===== src/rtl/instr_fetch_unit.sv =====
// Fetch stage: in-order imem requests, prefetch FIFO, PC redirect and flush.
// Define IFETCH_BOOT_EN to start fetching at BOOT_PC straight out of reset.
module instr_fetch_unit #(
    parameter int ADDR_W = 16,
    parameter int DATA_W = 32,
    parameter int DEPTH  = 4,
    parameter logic [ADDR_W-1:0] BOOT_PC = '0
) (
    input  logic              clk,
    input  logic              rst,
    input  logic              set_pc,
    input  logic [ADDR_W-1:0] new_pc,
    input  logic              request_pc,
    output logic              imem_req,
    output logic [ADDR_W-1:0] imem_addr,
    input  logic              imem_gnt,
    input  logic              imem_rvalid,
    input  logic [DATA_W-1:0] imem_rdata,
    output logic              instr_valid,
    output logic [DATA_W-1:0] instr,
    output logic [ADDR_W-1:0] instr_pc,
    input  logic              instr_ready
);
    localparam int PW = (DEPTH > 1) ? $clog2(DEPTH) : 1;
    localparam int CW = PW + 1;
    localparam int DW = 8;

`ifdef IFETCH_BOOT_EN
    localparam bit BOOT_EN = 1'b1;
`else
    localparam bit BOOT_EN = 1'b0;
`endif

    typedef enum logic {
        WAIT_PC,
        RUN
    } state_e;

    localparam state_e RST_STATE = BOOT_EN ? RUN : WAIT_PC;
    localparam logic [ADDR_W-1:0] RST_PC = BOOT_EN ? BOOT_PC : '0;

    state_e            state_q, state_d;
    logic [ADDR_W-1:0] fetch_pc_q, fetch_pc_d;
    logic [ADDR_W-1:0] resp_pc_q, resp_pc_d;
    logic [CW-1:0]     inflight_q, inflight_d;
    logic [DW-1:0]     discard_q, discard_d;
    logic              req_q, req_d;
    logic [PW-1:0]     wptr_q, wptr_d;
    logic [PW-1:0]     rptr_q, rptr_d;
    logic [CW-1:0]     count_q, count_d;
    logic [DATA_W-1:0] data_q [DEPTH];
    logic [ADDR_W-1:0] pc_q [DEPTH];

    logic          flush;
    logic          grant;
    logic          push;
    logic          pop;
    logic [CW:0]   credit;

    assign imem_addr   = fetch_pc_q;
    assign instr_valid = (count_q != '0);
    assign instr       = data_q[rptr_q];
    assign instr_pc    = pc_q[rptr_q];

    always_comb begin
        state_d    = state_q;
        fetch_pc_d = fetch_pc_q;
        resp_pc_d  = resp_pc_q;
        inflight_d = inflight_q;
        discard_d  = discard_q;
        wptr_d     = wptr_q;
        rptr_d     = rptr_q;
        count_d    = count_q;
        push       = 1'b0;
        flush      = set_pc || (state_q == RUN && request_pc);
        imem_req   = req_q && !flush;
        grant      = imem_req && imem_gnt;
        pop        = instr_valid && instr_ready && !flush;

        if (flush) begin
            state_d = set_pc ? RUN : WAIT_PC;
            if (set_pc) begin
                fetch_pc_d = new_pc;
                resp_pc_d  = new_pc;
            end
            // Everything outstanding now belongs to the old stream
            discard_d  = discard_q + DW'(inflight_q) + DW'(grant)
                       - DW'(imem_rvalid);
            inflight_d = '0;
            wptr_d     = '0;
            rptr_d     = '0;
            count_d    = '0;
        end else begin
            if (grant) begin
                fetch_pc_d = fetch_pc_q + ADDR_W'(1);
            end
            if (imem_rvalid) begin
                if (discard_q != '0) begin
                    discard_d = discard_q - DW'(1);
                end else begin
                    push = 1'b1;
                end
            end
            inflight_d = inflight_q + CW'(grant) - CW'(push);
            if (push) begin
                wptr_d    = wptr_q + PW'(1);
                resp_pc_d = resp_pc_q + ADDR_W'(1);
            end
            if (pop) begin
                rptr_d = rptr_q + PW'(1);
            end
            count_d = count_q + CW'(push) - CW'(pop);
        end

        // Credit only shrinks without a grant, so a raised request stays legal
        credit = {1'b0, count_d} + {1'b0, inflight_d};
        req_d  = (state_d == RUN) && (credit < (CW+1)'(DEPTH));
    end

    always_ff @(posedge clk or posedge rst) begin
        if (rst) begin
            state_q    <= RST_STATE;
            fetch_pc_q <= RST_PC;
            resp_pc_q  <= RST_PC;
            inflight_q <= '0;
            discard_q  <= '0;
            req_q      <= 1'b0;
            wptr_q     <= '0;
            rptr_q     <= '0;
            count_q    <= '0;
            for (int i = 0; i < DEPTH; i++) begin
                data_q[i] <= '0;
                pc_q[i]   <= '0;
            end
        end else begin
            state_q    <= state_d;
            fetch_pc_q <= fetch_pc_d;
            resp_pc_q  <= resp_pc_d;
            inflight_q <= inflight_d;
            discard_q  <= discard_d;
            req_q      <= req_d;
            wptr_q     <= wptr_d;
            rptr_q     <= rptr_d;
            count_q    <= count_d;
            if (push) begin
                data_q[wptr_q] <= imem_rdata;
                pc_q[wptr_q]   <= resp_pc_q;
            end
        end
    end

endmodule


===== config.mk =====
export PLATFORM = sky130hd
export DESIGN_NAME = instr_fetch_unit
export DESIGN_NICKNAME = d
export VERILOG_FILES = /design/src/rtl/instr_fetch_unit.sv
export SDC_FILE = /design/constraint.sdc
export NUM_CORES = 1
export LEC_CHECK = 0
export BUFFER_PORTS_ARGS = -buffer_cell sky130_fd_sc_hd__buf_2
export CAP_MARGIN = 20
export CORE_MARGIN = 2
export CORE_UTILIZATION = 41
export CTS_BUF_LIST = sky130_fd_sc_hd__clkbuf_16
export DETAILED_ROUTE_END_ITERATION = 10
export PLACE_DENSITY_LB_ADDON = 0.05
export SYNTH_ARGS = -nofsm -noshare
export SYNTH_HDL_FRONTEND = slang
export SYNTH_SLANG_ARGS = --single-unit

===== constraint.sdc =====
create_clock -name clk -period 21.6 [get_ports clk]
set_input_delay 3.24 -clock clk [delete_from_list [all_inputs] [get_ports clk]]
set_output_delay 3.24 -clock clk [all_outputs]
set_load 0.02 [all_outputs]

==> results of run 1 <==
==> per-stage QoR <==
stage / power (mW) / utilization / std cells
global placement: 0.7498 / 0.4544 / 1336
finish: 1.195 / 0.4880 / 1389
global route: 1.266 / 0.4880 / 1389
CTS: 1.213 / 0.4860 / 1387
floorplan: 0.6861 / - / 877
detailed placement: 0.7510 / 0.4544 / 1336
==> synthesized netlist by cell type (2+ instances only) <==
library cell / count
a311oi_1: 4
o22a_1: 7
and4_1: 5
mux4_2: 48
a31oi_1: 10
inv_1: 30
fa_1: 4
or4_1: 4
xnor2_1: 16
nand4_1: 5
nor2_1: 42
o22ai_1: 6
nor2b_1: 4
mux2_2: 183
a21o_1: 4
or2_2: 2
o21a_1: 4
dfrtp_1: 244
and3_1: 6
a41oi_1: 3
clkbuf_1: 25
xor2_1: 4
a31o_2: 2
or3_1: 2
nor3_1: 9
buf_1: 22
a21oi_1: 32
a221o_1: 2
nand3_1: 19
mux2i_1: 5
buf_2: 5
o21ai_0: 27
ha_1: 26
a22oi_1: 2
nor3b_1: 2
a211oi_1: 2
o2bb2a_1: 3
and2_1: 8
nand2_1: 35
==> cells by family after synthesis <==
| kind of cell | after synthesis | synth area share |
|---|---|---|
| DFF | 244 | 0.5223 |
| muxes | 236 | 0.2730 |
| xor gates and xnor gates | 20 | 0.01498 |
| buffers and inverters | 82 | 0.02686 |
| adders and majority gates | 30 | 0.03467 |
| and+or+nand+nor | 147 | 0.06271 |
| AOI/OAI and AO/OA | 118 | 0.06550 |
==> worst min-delay path: cells and delay by family (launching register included) <==
family / cells / cell delay, ns
AND/OR/NAND/NOR: 1 / 0.05
flip-flops: 1 / 0.34
AO/OA/AOI/OAI: 1 / 0.06
==> layer usage <==
layer | part of all wire | GRT usage | vias up | wire length, um
met3 | 0.046 | 0.02770 | 34 | 1187
met5 | 0 | 0 | - | 0
met1 | 0.48 | 0.2560 | 3805 | 12480
li1 | - | - | 3453 | -
met4 | 0.014 | 0.03743 | 0 | 370
met2 | 0.45 | 0.2730 | 163 | 11700
==> state kept, by name, summed over array words and instances (netlist names) <==
| register | count |
|---|---|
| rptr_q | 2 |
| inflight_q | 3 |
| req_q | 1 |
| pc_q | 64 |
| count_q | 3 |
| wptr_q | 2 |
| imem_addr | 16 |
| resp_pc_q | 16 |
| discard_q | 8 |
| data_q | 128 |
| state_q | 1 |
==> power groups by stage <==
stage	clock, mW	sequential, mW	combinational, mW
global route	0.491	0.515	0.260
floorplan	0	0.515	0.171
finish	0.455	0.511	0.230
detailed placement	0	0.519	0.232
CTS	0.469	0.511	0.233
global placement	0	0.519	0.231
==> area by class of cell <==
type / count / area, um^2 / share of cell area
Clock inverter: 22 / 155.1 / 0.01138
Clock buffer: 29 / 725.7 / 0.05324
Sequential cell: 244 / 6111 / 0.4483
Timing Repair Buffer: 135 / 753.2 / 0.05526
Tap cell: 378 / 473.0 / 0.03470
Multi-Input combinational cell: 551 / 5293 / 0.3883
Inverter: 30 / 120.1 / 0.008812
==> worst paths after layout <==
kind | startpoint | end | slack (ns) | cells after the start
setup / recovery | set_pc | imem_req | 14.40 | 4
hold / removal | pc_q[57]$_DFFE_PP0P_ | pc_q[57]$_DFFE_PP0P_ | 0.48 | 2
setup reg to reg | state_q$_DFF_PP0_ | discard_q[6]$_DFFE_PP0P_ | 18.35 | 10
hold reg to reg | pc_q[57]$_DFFE_PP0P_ | pc_q[57]$_DFFE_PP0P_ | 0.48 | 2
max in group asynchronous | rst | data_q[23]$_DFFE_PP0P_ | 17.41 | 3
min in group asynchronous | rst | data_q[98]$_DFFE_PP0P_ | 2.86 | 2
==> impl_metrics.json, run 1 <==
{
  "clk_pin_slew_worst_paths_ns": 0.05,
  "path_class": "in -> out",
  "postCtsSetupBuffers": 0,
  "avgSynthCellArea_um2": 13.33,
  "final_cell_mix": "dfrtp_1 (242), mux2_2 (183), buf_2 (120)",
  "rows": 61,
  "synth_edf_count": 0,
  "io_pins": 121,
  "ys_seq_elements": 244,
  "holdWs_ns": 0.4786,
  "drv_cap": 0,
  "cp_cell_sequence": "buf_2 -> a21oi_4 -> and2_1 -> buf_2",
  "n_antenna_cell": 0,
  "rsz0062_at_grt": "false",
  "final_nets": 1076,
  "antenna_found_initial": 0,
  "timing.final.crit_period_ns": 7.199,
  "wl_mm": 25.73,
  "worst_pin_slew_ns": 0.8465,
  "hold_path.class": "reg -> reg",
  "setup_viol": 0,
  "endpoint_kind": "output port",
  "dpl_worst_slack_ns": 14.40,
  "synth.distinct_cells": 53,
  "ant_nets": 0,
  "worst_ep_arrival_time_ns": 3.96,
  "critPathMaxStageDelay_ns": 0.36,
  "syn-cell-area_um2": 11690,
  "first_iter_violations": 290,
  "route.detailed.drc": 0,
  "crit_path_top_delay_cell": "buf_2",
  "drive_gt1_frac": 0.4125,
  "grt_pass1_wl_mm": 42.47,
  "fmax_mhz": 138.9,
  "root_buffer": "clkbuf_16",
  "routed_via_density": 5.367,
  "skew_ns": 0.01275,
  "cp_max_fo": 20,
  "internal-power_mw": 0.8523,
  "p_sw_frac": 0.2871,
  "num_vias": 7455,
  "coreArea_um2": 27930,
  "hold_viol": 0,
  "worstPathRequired_ns": 18.36,
  "dieArea_um2": 29880,
  "synthArstFlopShare": 1.000,
  "fin_crit_sh": 0.3333,
  "layout.cells.most_common": "dfrtp_1",
  "synthCells": 877,
  "start_kind": "primary input",
  "powerDensity_nw_per_um2": 87.70,
  "slew_viol_final": 0,
  "yosys_warnings": 0,
  "path_buf_inv": 2,
  "cp_common_cell": "buf_2",
  "yosys.area.top_type": "dfrtp_1",
  "critPathTopFamily": "buffers and inverters",
  "cts-buffers-inserted": 29,
  "n_fill_cell": 2594,
  "p_comb_frac": 0.192,
  "cts_tree": "done",
  "grt_max_degree": 104,
  "cts_hold_buf": 0,
  "die_x_um": 172.9,
  "detail_route.wl_per_cell_um": 18.52,
  "gr-total-overflow": 0,
  "p_sw_mw": 0.3432,
  "final.setup.worst_slack_ns": 14.40,
  "grt_pass1_vias": 7713,
  "slew_headroom": 0.4356,
  "dpl.hpwl_mm": 15.54,
  "post_cts_resized": 0,
  "insertion_delay_ns": 0.54,
  "ys.flop_type": "dfrtp_1",
  "first_pass_iters": 4,
  "grt_usage": 0.1740,
  "dpl-instance-area_um2": 12690,
  "totalNegativeSetupSlack_ns": 0,
  "start_util": 0.4185,
  "clkPwrFrac": 0.380,
  "peakVddDrop_uv": 55.56,
  "netlist.area_leader.share": 0.5223,
  "areaGrowthSynthToFinish_pct": 16.59,
  "htreeDepth": 1,
  "cts.sinks": 244,
  "die_h_um": 172.9,
  "seq_power_share": 0.427,
  "gp_congestion": 0.7766,
  "synthTopCellsByArea": "dfrtp_1 (52%), mux2_2 (18%), mux4_2 (9.2%), ha_1 (2.8%), a21oi_1 (1.4%)",
  "leakage_nw": 6.678,
  "synth_seq_area_share": 0.5223,
  "final_area_um2": 13630,
  "synthesis.nets": 962,
  "status": "finished clean",
  "portBuffers": 120,
  "clockBufferDepth": 3
}
(Power assumes the default switching activity.)
==> inputs of run 2 (changes only) <==
- ABC_AREA: not set -> 1
- clock period: 21.6 -> 5.8 ns (I/O delays scaled with it)
==> impl_metrics.json, run 2 <==
{
  "dp_cells": 1907,
  "status": "finished clean",
  "synthArstFlopShare": 1.000,
  "critPathMaxStageDelay_ns": 0.65,
  "wl_mm": 29.91,
  "clockBufferDepth": 3,
  "start_kind": "flop",
  "yosys.area.top_type": "dfrtp_1",
  "cts_tree": "done",
  "die_h_um": 175.4,
  "synth_edf_count": 0,
  "synthCells": 1479,
  "coreArea_um2": 28780,
  "grt_usage": 0.1953,
  "detail_route.wl_per_cell_um": 15.24,
  "die_x_um": 175.4,
  "final_util": 0.4774,
  "cts.sinks": 244,
  "synth_seq_area_share": 0.5069,
  "reg2reg_depth": 13,
  "first_pass_iters": 6,
  "crit_start": "rptr_q[0]$_DFFE_PP0P_",
  "timing.final.crit_period_ns": 3.654,
  "cts_hold_buf": 0,
  "slew_viol_final": 0,
  "final_cell_mix": "nand2_1 (319), dfrtp_1 (243), o21ai_0 (166)",
  "reg2reg_from": "state_q$_DFF_PP0_",
  "layout.cells.most_common": "nand2_1",
  "critPathTopFamily": "buffers and inverters",
  "totalNegativeSetupSlack_ns": 0,
  "finalPower_mw": 4.989,
  "ys_seq_elements": 244,
  "root_buffer": "clkbuf_16",
  "hold_path.class": "in -> async",
  "insertion_delay_ns": 0.54,
  "clk_pin_slew_worst_paths_ns": 0.07,
  "rows": 62,
  "grt_max_degree": 184,
  "skew_ns": 0.01728,
  "fmax_mhz": 273.7,
  "largest_registers": "data_q (128), pc_q (64)",
  "syn-cell-area_um2": 12050,
  "path_class": "reg -> out",
  "dpl.hpwl_mm": 17.58,
  "portBuffers": 120,
  "cts-buffers-inserted": 29,
  "powerDensity_nw_per_um2": 363.2,
  "ys.flop_type": "dfrtp_1",
  "htreeDepth": 1,
  "avgSynthCellArea_um2": 8.144,
  "first_iter_violations": 650,
  "post_cts_resized": 0,
  "ff2ff_setup_slack_ns": 2.57,
  "synthTopCellsByArea": "dfrtp_1 (51%), nand2_1 (9.9%), o21ai_0 (6.9%), o21ai_1 (6.9%), nor2_1 (5.1%)",
  "synthesis.nets": 1564,
  "route.detailed.drc": 0,
  "worst_ep_arrival_time_ns": 2.78,
  "peakVddDrop_uv": 238.0,
  "slew_headroom": 0.2959,
  "final_nets": 1641,
  "rsz0062_at_grt": "false",
  "areaGrowthSynthToFinish_pct": 14.05,
  "fin_crit_sh": 0.6299,
  "antenna_found_initial": 0,
  "cp_cell_sequence": "inv_2 -> buf_4 -> o21ai_0 -> o22ai_1 -> buf_2",
  "regMostFlops": "data_q",
  "grt_pass1_vias": 9438,
  "routed_via_density": 5.046,
  "grt_pass1_wl_mm": 49.61,
  "yosys_warnings": 0,
  "path_buf_inv": 3,
  "ant_nets": 0,
  "num_vias": 9900,
  "regToRegEndpoint": "req_q$_DFF_PP0_",
  "endpoint_kind": "output port",
  "netlist_top_cells_count": "nand2_1 (319), dfrtp_1 (244), o21ai_0 (166)",
  "leakage_nw": 6.990,
  "synth.distinct_cells": 38,
  "cp_max_fo": 50,
  "dieArea_um2": 30770,
  "drive_gt1_frac": 0.1242,
  "hold_viol": 0,
  "stdcell_count": 1962,
  "postCtsSetupBuffers": 0,
  "setup_viol": 0,
  "largest_register_ffs": 128,
  "worstPathRequired_ns": 4.93,
  "netlist.area_leader.share": 0.5069,
  "gp_congestion": 0.8061,
  "start_util": 0.4185,
  "io_pins": 121,
  "worst_pin_slew_ns": 1.056,
  "gr-total-overflow": 0,
  "crit_path_top_delay_cell": "inv_2",
  "n_antenna_cell": 0,
  "yosysMostFrequentCell": "nand2_1",
  "drv_cap": 0
}
## run 2: stage by stage
step	worst slack [ns]	instance area (um^2)	hold WS [ns]
floorplan	1.726	12050	0.4478
global route	1.967	13740	0.3392
detailed placement	1.921	12690	0.4679
global placement	1.952	12690	0.4610
finish	2.146	13740	0.3072
CTS	2.109	13680	0.3151
## run 2: where the power goes
| group | switching [mW] | total, mW | internal (mW) |
|---|---|---|---|
| sequential | 0.106 | 1.95 | 1.85 |
| combinational | 0.737 | 1.15 | 0.409 |
| clock | 0.719 | 1.89 | 1.17 |
## run 2: how the worst max path moves through the flow
| stage | end | cells after the start |
|---|---|---|
| 3_5_place_dp | req_q$_DFF_PP0_ | 15 |
| 5_1_grt | instr[27] | 5 |
| 4_1_cts | instr_pc[5] | 5 |
| 2_1_floorplan | count_q[0]$_DFF_PP0_ | 1 |
| 3_3_place_gp | req_q$_DFF_PP0_ | 15 |
| 6_report | instr[25] | 5 |
## run 2: worst reg2reg max path: stages (launching register included)
cell and delay [ns]:
dfrtp_1 0.35, nand2_1 0.07, nand2_2 0.61, inv_2 0.29
nand3_1 0.21, nand2_1 0.07, ha_1 0.20, fa_1 0.38
xor2_1 0.17, nor2_1 0.15, ha_1 0.27, nor3_1 0.15
nand2_1 0.08, a31oi_1 0.15
## run 2: cell families after synthesis
group	share of synthesized area
buf+inv	0.08507
compound gates	0.1819
simple gates	0.1867
fa+ha+maj	0.03366
xor+xnor	0.005817
flops	0.5069
## run 2: layout make-up
type | instances | area (um^2)
well taps | 384 | 480.5
clock buffers | 29 | 725.7
multi-input cells | 1015 | 4915
repair buffers | 130 | 728.2
flip-flops and latches | 244 | 6107
inverters | 136 | 519.2
clock inverters | 24 | 262.8
fillers | 2922 | 15040
## run 2: per-layer routing
layer | global-route usage | share of wire
met1 | 0.2818 | 0.49
met2 | 0.3156 | 0.45
met3 | 0.02706 | 0.048
met4 | 0.03854 | 0.014
met5 | 0 | 0
